`src/rtl/m_dm_arbiter.sv`:
```
// Data-memory arbiter: shares the single-port DM between the CPU M stage
// (single-beat, zero wait states) and a debug/loader port (bursts of 1..MAX_BURST
// words). Round-robin on conflict; a DBG burst owns the memory until its last beat.
module m_dm_arbiter #(
    parameter int unsigned DEPTH     = 3072,
    parameter int unsigned MAX_BURST = 16,
    parameter int unsigned LEN_W     = 5
) (
    input  logic             clk,
    input  logic             reset,
    input  logic             cpu_req,
    input  logic             cpu_we,
    input  logic [31:0]      cpu_addr,
    input  logic [31:0]      cpu_wdata,
    output logic             cpu_gnt,
    output logic [31:0]      cpu_rdata,
    output logic             cpu_stall,
    input  logic             dbg_req,
    input  logic             dbg_we,
    input  logic [31:0]      dbg_addr,
    input  logic [LEN_W-1:0] dbg_len,
    input  logic [31:0]      dbg_wdata,
    output logic             dbg_gnt,
    output logic [LEN_W-1:0] dbg_beat_idx,
    output logic             dbg_last,
    output logic             dbg_rvalid,
    output logic [31:0]      dbg_rdata,
    output logic [31:0]      dm_A,
    output logic [31:0]      dm_WD,
    output logic             dm_DMWr,
    input  logic [31:0]      dm_RD,
    output logic             err
);

    typedef enum logic {
        S_ARB   = 1'b0,
        S_BURST = 1'b1
    } state_e;

    localparam logic [30:0]      DEPTH_W = 31'(DEPTH);
    localparam logic [LEN_W-1:0] MAX_LEN = LEN_W'(MAX_BURST);
    localparam logic [LEN_W-1:0] ONE_LEN = LEN_W'(1);

    state_e           state_q, state_d;
    logic [LEN_W-1:0] beat_cnt_q, beat_cnt_d;
    logic [LEN_W-1:0] len_q, len_d;
    logic [29:0]      base_q, base_d;
    logic             we_q, we_d;
    logic             last_dbg_q, last_dbg_d;
    logic             err_q, err_d;
    logic             rvalid_q, rvalid_d;
    logic [31:0]      rdata_q, rdata_d;

    logic [LEN_W-1:0] len_eff;
    logic             acc;
    logic             acc_we;
    logic [30:0]      acc_word;
    logic [31:0]      acc_wd;
    logic             in_range;

    // Byte-offset bits of both address ports are intentionally ignored.
    logic unused_addr_bits;
    assign unused_addr_bits = ^{cpu_addr[1:0], dbg_addr[1:0]};

    // Effective burst length: 0 means one beat, oversize requests are clamped.
    always_comb begin
        len_eff = dbg_len;
        if (dbg_len == '0) begin
            len_eff = ONE_LEN;
        end else if (dbg_len > MAX_LEN) begin
            len_eff = MAX_LEN;
        end
    end

    // State register and burst context.
    always_ff @(posedge clk) begin
        if (reset) begin
            state_q    <= S_ARB;
            beat_cnt_q <= '0;
            len_q      <= ONE_LEN;
            base_q     <= '0;
            we_q       <= 1'b0;
            last_dbg_q <= 1'b1;
            err_q      <= 1'b0;
            rvalid_q   <= 1'b0;
            rdata_q    <= '0;
        end else begin
            state_q    <= state_d;
            beat_cnt_q <= beat_cnt_d;
            len_q      <= len_d;
            base_q     <= base_d;
            we_q       <= we_d;
            last_dbg_q <= last_dbg_d;
            err_q      <= err_d;
            rvalid_q   <= rvalid_d;
            rdata_q    <= rdata_d;
        end
    end

    // Grant decision, next state and DM address/write path; all grants gated by reset.
    always_comb begin
        state_d      = state_q;
        beat_cnt_d   = beat_cnt_q;
        len_d        = len_q;
        base_d       = base_q;
        we_d         = we_q;
        last_dbg_d   = last_dbg_q;
        err_d        = err_q;
        rvalid_d     = 1'b0;
        cpu_gnt      = 1'b0;
        dbg_gnt      = 1'b0;
        dbg_beat_idx = '0;
        dbg_last     = 1'b0;
        acc          = 1'b0;
        acc_we       = 1'b0;
        acc_word     = '0;
        acc_wd       = '0;
        in_range     = 1'b0;
        dm_A         = '0;
        dm_WD        = '0;
        dm_DMWr      = 1'b0;

        if (!reset) begin
            case (state_q)
                S_ARB: begin
                    if (cpu_req && (!dbg_req || last_dbg_q)) begin
                        cpu_gnt    = 1'b1;
                        acc        = 1'b1;
                        acc_we     = cpu_we;
                        acc_word   = {1'b0, cpu_addr[31:2]};
                        acc_wd     = cpu_wdata;
                        last_dbg_d = 1'b0;
                    end else if (dbg_req) begin
                        dbg_gnt  = 1'b1;
                        acc      = 1'b1;
                        acc_we   = dbg_we;
                        acc_word = {1'b0, dbg_addr[31:2]};
                        acc_wd   = dbg_wdata;
                        len_d    = len_eff;
                        base_d   = dbg_addr[31:2];
                        we_d     = dbg_we;
                        if (len_eff == ONE_LEN) begin
                            dbg_last   = 1'b1;
                            last_dbg_d = 1'b1;
                        end else begin
                            state_d    = S_BURST;
                            beat_cnt_d = ONE_LEN;
                        end
                    end
                end
                S_BURST: begin
                    dbg_gnt      = 1'b1;
                    dbg_beat_idx = beat_cnt_q;
                    acc          = 1'b1;
                    acc_we       = we_q;
                    acc_word     = {1'b0, base_q} + 31'(beat_cnt_q);
                    acc_wd       = dbg_wdata;
                    if (beat_cnt_q == LEN_W'(len_q - ONE_LEN)) begin
                        dbg_last   = 1'b1;
                        state_d    = S_ARB;
                        beat_cnt_d = '0;
                        last_dbg_d = 1'b1;
                    end else begin
                        beat_cnt_d = LEN_W'(beat_cnt_q + ONE_LEN);
                    end
                end
                default: state_d = S_ARB;
            endcase
        end

        if (acc) begin
            in_range = (acc_word < DEPTH_W);
            dm_A     = {acc_word[29:0], 2'b00};
            dm_WD    = acc_wd;
            dm_DMWr  = acc_we & in_range;
            err_d    = err_q | ~in_range;
            rvalid_d = dbg_gnt & ~acc_we;
        end
    end

    // Read-data return path, kept apart from the address path so dm_RD never feeds it.
    always_comb begin
        cpu_rdata = '0;
        rdata_d   = rdata_q;
        if (cpu_gnt && in_range) begin
            cpu_rdata = dm_RD;
        end
        if (dbg_gnt && !acc_we) begin
            rdata_d = in_range ? dm_RD : 32'h0;
        end
    end

    assign cpu_stall  = cpu_req & ~cpu_gnt;
    assign dbg_rvalid = rvalid_q;
    assign dbg_rdata  = rdata_q;
    assign err        = err_q;

endmodule

```
`config.mk`:
```
export PLATFORM = sky130hd
export DESIGN_NAME = m_dm_arbiter
export DESIGN_NICKNAME = d
export VERILOG_FILES = /design/src/rtl/m_dm_arbiter.sv
export SDC_FILE = /design/constraint.sdc
export NUM_CORES = 1
export LEC_CHECK = 0
export CAP_MARGIN = 20
export CORE_UTILIZATION = 45
export CTS_BUF_LIST = sky130_fd_sc_hd__clkbuf_8
export DETAILED_ROUTE_END_ITERATION = 7
export DONT_BUFFER_PORTS = 1
export GPL_TIMING_DRIVEN = 1
export HOLD_SLACK_MARGIN = 0.1
export PLACE_DENSITY_LB_ADDON = 0.1
export SLEW_MARGIN = 20
export SYNTH_ARGS = -nofsm -noshare
export SYNTH_HDL_FRONTEND = slang
export SYNTH_SLANG_ARGS = --single-unit
```
`constraint.sdc`:
```
create_clock -name clk -period 3.5 [get_ports clk]
set_clock_uncertainty 0.15 [all_clocks]
set_input_delay 0.7 -clock clk [delete_from_list [all_inputs] [get_ports clk]]
set_output_delay 0.7 -clock clk [all_outputs]
set_load 0.01 [all_outputs]
```
# [Word level (Yosys, flattened, before mapping)]
# Index checks and enable logic that the tools add are counted.
# W data, S select, Z words.
[word_totals] register_bits=77 latchBits=0 ramBits=0 mem_bits_ro=0 in_bits=171 out_inout_bits=140 wordCells=96 n_memories=0
[classes] add_sub_neg=3 mul=0 div_mod_pow=0 magnitude_cmp=2 n_eq_ne=8 n_shift=0 muxes=53 n_bitwise=10 n_reduce_logical=11
[ops] operator="$mux W32" count=7
[ops] operator="$pmux W32 S2" count=1
[ops] operator="$pmux W31 S2" count=1
[ops] operator="$mux W30" count=2
[ops] operator="$mux W5" count=8
[ops] operator="$add A30 B5 Y31" count=1
[ops] operator="$lt A31 B12 Y1 const B" count=1
[ops] operator="$mux W31" count=1
[ops] operator="$mux W1" count=26
[ops] operator="$pmux W1 S2" count=6
[ops] operator="$pmux W5 S2" count=1
[ops] operator="$reduce_and A3 Y1" count=3
[ops] operator="$ne A2 B2 Y1 const B" count=3
[ops] operator="$ne A3 B3 Y1 const B" count=2
[ops] operator="$not A1 Y1" count=6
[ops] operator="$add A5 B1 Y5 const B" count=1
[ops] operator="$eq A5 B1 Y1 const B" count=1
[ops] operator="$eq A5 B5 Y1" count=1
[ops] operator="$gt A5 B5 Y1 const B" count=1
[ops] operator="$logic_not A5 Y1" count=1
[ops] operator="$sub A5 B1 Y5 const B" count=1
[ops] operator="$and A1 B1 Y1" count=3
[ops] operator="$logic_and A1 B1 Y1" count=3
[ops] operator="$logic_not A1 Y1" count=2
[ops] operator="4 further kinds" count=4

# [Logic depth before layout (Yosys ltp)]
# Gate-level depths: netlist of the first run.
[depth] ltp_word=10 depth_mapped=12 ltp_nobuf=11

# [Least setup slack after synthesis of the first run]
# Ideal clock, no wire load.
[synth_timing] path_kind="flip-flop to output port" startpoint="reg beat_cnt_q[0]" endpoint="out cpu_rdata[10]" arrival_time_ns=3.388 required_ns=2.650 setup_slack_ns=-0.738 path_stages_with_launch=13 n_path_buf=1 path_cell_list="dfxtp_1 ha_1 inv_1 fa_1 nor2b_1 o31ai_4 a2111o_1 mux2i_1 a2111oi_0 nor2_1 nand2_2 buf_6 nor4_2"
[synth_between] elab_chain_len=7
[synth_lines] item="from (decl)" line_no="45" rtl="logic [LEN_W-1:0] beat_cnt_q, beat_cnt_d;"
[synth_lines] item="from (signal assigned)" line_no="89" rtl="beat_cnt_q <= beat_cnt_d;"
[synth_lines] item="$add A30 B5 Y31" line_no="156" rtl="acc_word = {1'b0, base_q} + 31'(beat_cnt_q);"
[synth_lines] item="$pmux W31 S2" line_no="124" rtl="case (state_q)"
[synth_lines] item="$mux W31" line_no="123" rtl="if (!reset) begin"
[synth_lines] item="$lt A31 B12 Y1" line_no="172" rtl="in_range = (acc_word < DEPTH_W);"
[synth_lines] item="$mux W1" line_no="171" rtl="if (acc) begin"
[synth_lines] item="$logic_and A1 B1 Y1" line_no="185" rtl="if (cpu_gnt && in_range) begin"
[synth_lines] item="$mux W32" line_no="185"
[synth_lines] item="to (decl)" line_no="16" rtl="output logic [31:0] cpu_rdata,"
# Every way passes these cells.

# [Final worst setup path of the first run]
[layout_timing] startpoint="reg base_q[0]" endpoint="out cpu_rdata[17]"
[layout_between] elab_chain_len=7
[layout_lines] item="from (decl)" line_no="47" rtl="logic [29:0] base_q, base_d;"
[layout_lines] item="from (signal assigned)" line_no="91" rtl="base_q <= base_d;"
[layout_lines] item="$add A30 B5 Y31" line_no="156"
[layout_lines] item="$pmux W31 S2" line_no="124"
[layout_lines] item="$mux W31" line_no="123"
[layout_lines] item="$lt A31 B12 Y1" line_no="172"
[layout_lines] item="$mux W1" line_no="171"
[layout_lines] item="$logic_and A1 B1 Y1" line_no="185"
[layout_lines] item="$mux W32" line_no="185"
# Every way passes these cells.

==> results of run 1 <==
power by group through the flow:
stage / sequential, mW / combinational [mW] / clock [mW]
floorplan: 0.963 / 0.857 / 0
finish: 0.943 / 1.49 / 0.733
global route: 0.948 / 1.57 / 0.784
CTS: 0.940 / 1.39 / 0.741
global placement: 0.958 / 1.23 / 0
detailed placement: 0.961 / 1.25 / 0
routing by layer:
layer / routed length [µm] / vias to the layer above
li1: - / 3297
met1: 9510 / 3340
met2: 12900 / 361
met3: 1950 / 51
met4: 1000 / 0
met5: 0 / -
flip-flops by register name, summed over array words and instances, names as in the netlist:
| register | count |
|---|---|
| last_dbg_q | 1 |
| len_q | 5 |
| we_q | 1 |
| state_q | 1 |
| dbg_rdata | 32 |
| dbg_rvalid | 1 |
| beat_cnt_q | 5 |
| err | 1 |
| base_q | 30 |
worst register-to-register path, cell delays in order, from the launching register on:
cell	delay [ns]
dfxtp_2	0.36
ha_4	0.14
inv_2	0.04
fa_2	0.36
nor2b_4	0.16
o31ai_4	0.09
a2111o_1	0.45
buf_4	0.18
mux2i_4	0.19
a2111oi_4	0.43
nor2_4	0.12
buf_6	0.16
buf_4	0.15
nand4b_4	0.17
clkbuf_16	0.22
o21ai_2	0.07
logic make-up (layout without fill, tap and decap cells):
logic type               count (synthesis)  count (layout)  share of synthesized area, %
AND/OR/NAND/NOR                        417             419                          36.9
AO/OA/AOI/OAI                          220             220                          25.7
buffers and inverters                   95             199                          7.53
flip-flops                              77              77                          24.5
XOR/XNOR                                23              23                          3.21
adder cells (fa/ha/maj)                  8               8                          1.71
multiplexers                             2               2                         0.319
other                                    1               4                        0.0597
final cells by class:
type / count / area, µm²
multi-input combinational: 674 / 4960
fill: 1140 / 4780
timing repair buffer: 169 / 1680
sequential: 77 / 1560
tap: 176 / 220
clock buffer: 10 / 138
clock inverter: 6 / 68.8
inverter: 14 / 52.6
antenna: 2 / 5.00
per-stage QoR:
step	power, mW	TNS [ns]	std cells	hold WS (ns)
2_1_floorplan	1.82	-6.19	844	0.287
3_3_place_gp	2.18	-10.07	1072	0.286
6_report	3.17	-23.17	1128	0.246
4_1_cts	3.08	-23.08	1108	0.230
5_1_grt	3.30	-28.82	1128	0.229
3_5_place_dp	2.21	-12.26	1072	0.291
synthesized netlist by cell type, drive strengths merged (19+ instances only):
| library cell | count |
|---|---|
| nand2 | 164 |
| clkbuf | 48 |
| buf | 33 |
| nor4 | 34 |
| a21oi | 63 |
| dfxtp | 77 |
| o21ai | 50 |
| and3 | 53 |
| a22oi | 34 |
| nand4 | 34 |
| xnor2 | 19 |
| nor2 | 58 |
timing repair:
action / CTS / global route
setup endpoints to repair: 39 / 85
gates resized for setup: 22 / 49
pin swaps: 19 / 17
buffers inserted: 17 / 18
cloned: 4 / 3
how the worst max path moves through the flow:
stage	from	depth (start not counted)	to	slack, ns
after floorplan	beat_cnt_q[0]	12	cpu_rdata[10]	-0.19
after global placement	base_q[0]	12	cpu_rdata[13]	-0.32
after detailed placement	base_q[0]	12	cpu_rdata[16]	-0.40
after CTS	base_q[0]	14	cpu_rdata[16]	-0.75
after global routing	base_q[0]	15	cpu_rdata[23]	-0.85
final	base_q[0]	15	cpu_rdata[17]	-0.74
==> impl_metrics.toml, run 1 <==
[timing]
max-slew-margin-rel_pct = 65.3
period_share_pct = 121
setup_viol = 53
tightest_slew_ns = 0.519
rsz0062_at_grt = "true"
hold_violations = 0
report.final.slew_viol_count = 0
finalCriticalPeriod_ns = 4.24
fmax_mhz = 236
worst_slack_ns = -0.745

[logic_synthesis]
netlist_area_um2 = 6280
ys_warn_count = 0
yosysTopAreaCellShare_pct = 24.5
yosysTopAreaCell = "dfxtp_1"
seq_area_frac_synth_pct = 24.5
ys_types = 78
synth_edf_count = 0
syn_area_per_cell_um2 = 7.45
ys_seq_elements = 77
synth_flop_cell = "dfxtp_1"
synth.area.top_cells = "dfxtp_1, nand2_1, nor4_2, and3_1, a21oi_1"
synthCells = 843
async_reset_ff_share_pct = 0

[setup_path]
path_buf_inv = 5
cp-end-kind = "output pin"
start_kind = "flip-flop"
rrSetupSlack_ns = -0.02
timing.rr.end = "dbg_rdata[30]"
crit_required_ns = 2.65
worstPathMaxFanout = 7
cp_top_family = "buffers and inverters"
rr_startpoint = "base_q[0]"
critPathKind = "reg -> out"
cp_cell_sequence = "ha_4 -> inv_2 -> fa_2 -> nor2b_4 -> o31ai_4 -> a2111o_1 -> buf_6 -> xor2_1 -> a211oi_2 -> nor4_4 -> buf_4 -> nand2_8 -> buf_12 -> buf_12 -> nor4_4"
critPathArrivalTime_ns = 3.39
slowest_delay_ns = 0.45
worstRegToRegCells = 15
crit_path_top_delay_cell = "a2111o_1"

[grt]
grt_use_total_pct = 33.2
grt_antenna_before_repair = 2
grt_pass1_vias = 6722
grt_start_max_net_pins = 68
busiest_layer = "met2"
grt_use_met1_pct = 37.9
grt_use_met3_pct = 6.42
overflow = 0
grt_pass1_wl_mm = 36.6
use_met2_pct = 58.9

[drt]
drt-total-wl_mm = 25.3
wire_per_inst_um = 22.5
drtIter0Drc = 570
drcViolationCount = 0
routed_via_density = 6.25
firstDrtPassIters = 5
vias = 7049
final_antenna_net_count = 0

[hold_path]
hold_start = "reset"
min_path_type = "in -> reg"
holdPathStages = 1
whs_endpoint = "base_q[17]"

[die]
start_util_pct = 46.7
core_area_um2 = 13500
pin_count = 311
die_w_um = 120
die_area_um2 = 14400
die_h_um = 120
rows = 42

[power_and_ir_drop]
p_switching_mw = 1.28
p_per_area_nw_per_um2 = 365
power.internal_mw = 1.89
power_frac_clock_pct = 23.1
p_comb_share_pct = 47.1
vdd_drop_max_v = 0.000177
p_leak_nw = 3.28
seqPwrFrac_pct = 29.8
p_sw_share_pct = 40.5

[finish]
synthToLayoutAreaGrowth_pct = 38.1
final_common_cell = "nand2_1"
layout_common_cells = "nand2_1, buf_4, dfxtp_1"
final_nets = 1124
drive_gt1_share_pct = 33.7
finalInstanceArea_um2 = 8680
final_util_pct = 64.5

[placement]
dp_slack_ns = -0.401
io_buffers = 0
placed_area_um2 = 7730
place_hpwl_mm = 18.8
place.gp.congestion = 0.915

[outcome]
violations = "setup timing"
outcome = "finished with violations"

[clock_network]
clockBufferDepth = 2
cts_tree = "done"
clk_pin_slew_ns = 0.09
cts_sinks = 77
cts_root_buffer = "clkbuf_8"
htree_levels = 3
cts_buffers = 9
hold_buffers = 0
clk_latency_ns = 0.37

[job]
max_cap_viol_count = 0
(Power assumes the default switching activity.)
==> run 2: changes to the inputs <==
--- a/config.mk
+++ b/config.mk
@@ -5,7 +5,7 @@
 export SDC_FILE = /design/constraint.sdc
 export NUM_CORES = 1
 export LEC_CHECK = 0
-export CAP_MARGIN = 20
+export CAP_MARGIN = 30
 export CORE_UTILIZATION = 45
 export CTS_BUF_LIST = sky130_fd_sc_hd__clkbuf_8
 export DETAILED_ROUTE_END_ITERATION = 7
==> results of run 2 <==
Same layout as run 1: the final DEF is identical, and so are final timing and power.
==> run 3: changes to the inputs <==
--- a/config.mk
+++ b/config.mk
@@ -12,7 +12,6 @@
 export DONT_BUFFER_PORTS = 1
 export GPL_TIMING_DRIVEN = 1
 export HOLD_SLACK_MARGIN = 0.1
-export PLACE_DENSITY_LB_ADDON = 0.1
 export SLEW_MARGIN = 20
 export SYNTH_ARGS = -nofsm -noshare
 export SYNTH_HDL_FRONTEND = slang
==> impl_metrics.toml, run 3 (synthesis results as in run 1) <==
[drt]
final_antenna_net_count = 0
wire_per_inst_um = 22.5
firstDrtPassIters = 5
drcViolationCount = 0
drtIter0Drc = 564
vias = 7018
routed_via_density = 6.36
drt-total-wl_mm = 24.8

[grt]
overflow = 0
grt_antenna_before_repair = 2
grt_pass1_wl_mm = 36.4
grt_pass1_vias = 6770
grt_use_total_pct = 32.4
grt_start_max_net_pins = 68

[clock_network]
cts_sinks = 77
clk_pin_slew_ns = 0.09
cts_tree = "done"
hold_buffers = 0
htree_levels = 3
clockBufferDepth = 2
cts_root_buffer = "clkbuf_8"
cts_buffers = 9
clk_latency_ns = 0.38

[timing]
tightest_slew_ns = 0.718
worst_slack_ns = -0.803
period_share_pct = 123
fmax_mhz = 232
max-slew-margin-rel_pct = 52.0
finalCriticalPeriod_ns = 4.30
finalSetupTns_ns = -24.04
report.final.slew_viol_count = 0
rsz0062_at_grt = "true"
hold_violations = 0
fin_hold_ws_ns = 0.243
setup_viol = 38

[setup_path]
worstPathMaxFanout = 6
slowest_delay_ns = 0.50
cp.depth = 13
crit_path_top_delay_cell = "a2111o_1"
cp_cell_sequence = "ha_4 -> inv_2 -> fa_2 -> nor2b_4 -> o31ai_4 -> a2111o_1 -> mux2i_2 -> a2111oi_4 -> nor2_2 -> nand2_4 -> buf_12 -> buf_16 -> nor4_4"
crit_path_end = "cpu_rdata[7]"
critPathArrivalTime_ns = 3.45
cp_top_family = "simple AND/OR/NAND/NOR gates"
cp-end-kind = "output pin"
worstRegToRegCells = 16
startpoint = "base_q[0]"
timing.rr.end = "dbg_rdata[1]"
rrSetupSlack_ns = 0.10
path_buf_inv = 3
rr_startpoint = "beat_cnt_q[0]"
crit_required_ns = 2.65
start_kind = "flip-flop"
critPathKind = "reg -> out"

[finish]
drive_gt1_share_pct = 30.9
final_nets = 1099
fillers = 1197
final_util_pct = 61.6
fin_cells = 1103
synthToLayoutAreaGrowth_pct = 31.9
final_common_cell = "nand2_1"
layout_common_cells = "nand2_1, buf_4, dfxtp_1"
finalInstanceArea_um2 = 8290
largest_reg_flops = 32

[die]
die_area_um2 = 14400
die_w_um = 120
rows = 42
start_util_pct = 46.7
core_area_um2 = 13500
die_h_um = 120
pin_count = 311

[outcome]
outcome = "finished with violations"
violations = "setup timing"

[job]
max_cap_viol_count = 0

[placement]
placed_area_um2 = 7630
io_buffers = 0
place_hpwl_mm = 18.3
dp_cells = 1071
dp_slack_ns = -0.453
place.gp.congestion = 0.924

[hold_path]
min_path_type = "in -> reg"
hold_start = "reset"

[power_and_ir_drop]
p_leak_nw = 3.11
p_per_area_nw_per_um2 = 366
vdd_drop_max_v = 0.000164
finalPower_mw = 3.04
-- run 3: cell count changes in the layout (fill, tap and decap cells not counted), moves of 2 or more --
cell	delta
dfxtp_1	+5
buf_6	-9
nand2_4	+2
buf_12	-8
nand2_8	-4
clkinv_2	+2
mux2i_2	+2
buf_4	-9
dfxtp_2	-5
-- run 3: area by class of cell --
type / instances / area [µm²] / share of cell area (%)
inverter: 14 / 52.6 / 0.634
antenna: 2 / 5.00 / 0.0604
clock inverter: 6 / 61.3 / 0.740
tap: 176 / 220 / 2.66
sequential: 77 / 1550 / 18.7
clock buffer: 10 / 138 / 1.66
timing repair buffer: 146 / 1410 / 17.1
multi-input combinational: 672 / 4850 / 58.5
-- run 3: worst min-delay path by stage --
stage / endpoint / slack, ns / depth (start not counted)
after CTS: base_q[0] / 0.22 / 1
after global routing: base_q[1] / 0.23 / 1
after floorplan: we_q / 0.29 / 2
after detailed placement: we_q / 0.29 / 2
after global placement: we_q / 0.29 / 2
final: base_q[21] / 0.24 / 1
-- run 3: timing repair --
item                                    CTS  global route
cloned                                    2             4
pin swaps                                16            10
endpoints found under the setup margin   43            83
resized for setup                        14            29
buffers inserted                          5             3
-- run 3: layer usage --
layer,global-route usage [%],up-vias,routed length [µm]
met5,0,-,0
met4,21.3,0,1410
met3,5.56,76,1860
met2,55.1,363,12200
met1,37.3,3332,9320
li1,-,3247,-
-- run 3: power breakdown --
part | leakage [nW] | total [mW] | switching (mW) | internal [mW]
logic | 2.38 | 1.37 | 0.826 | 0.542
clock network | 0.102 | 0.727 | 0.379 | 0.348
registers | 0.628 | 0.940 | 0.0285 | 0.912
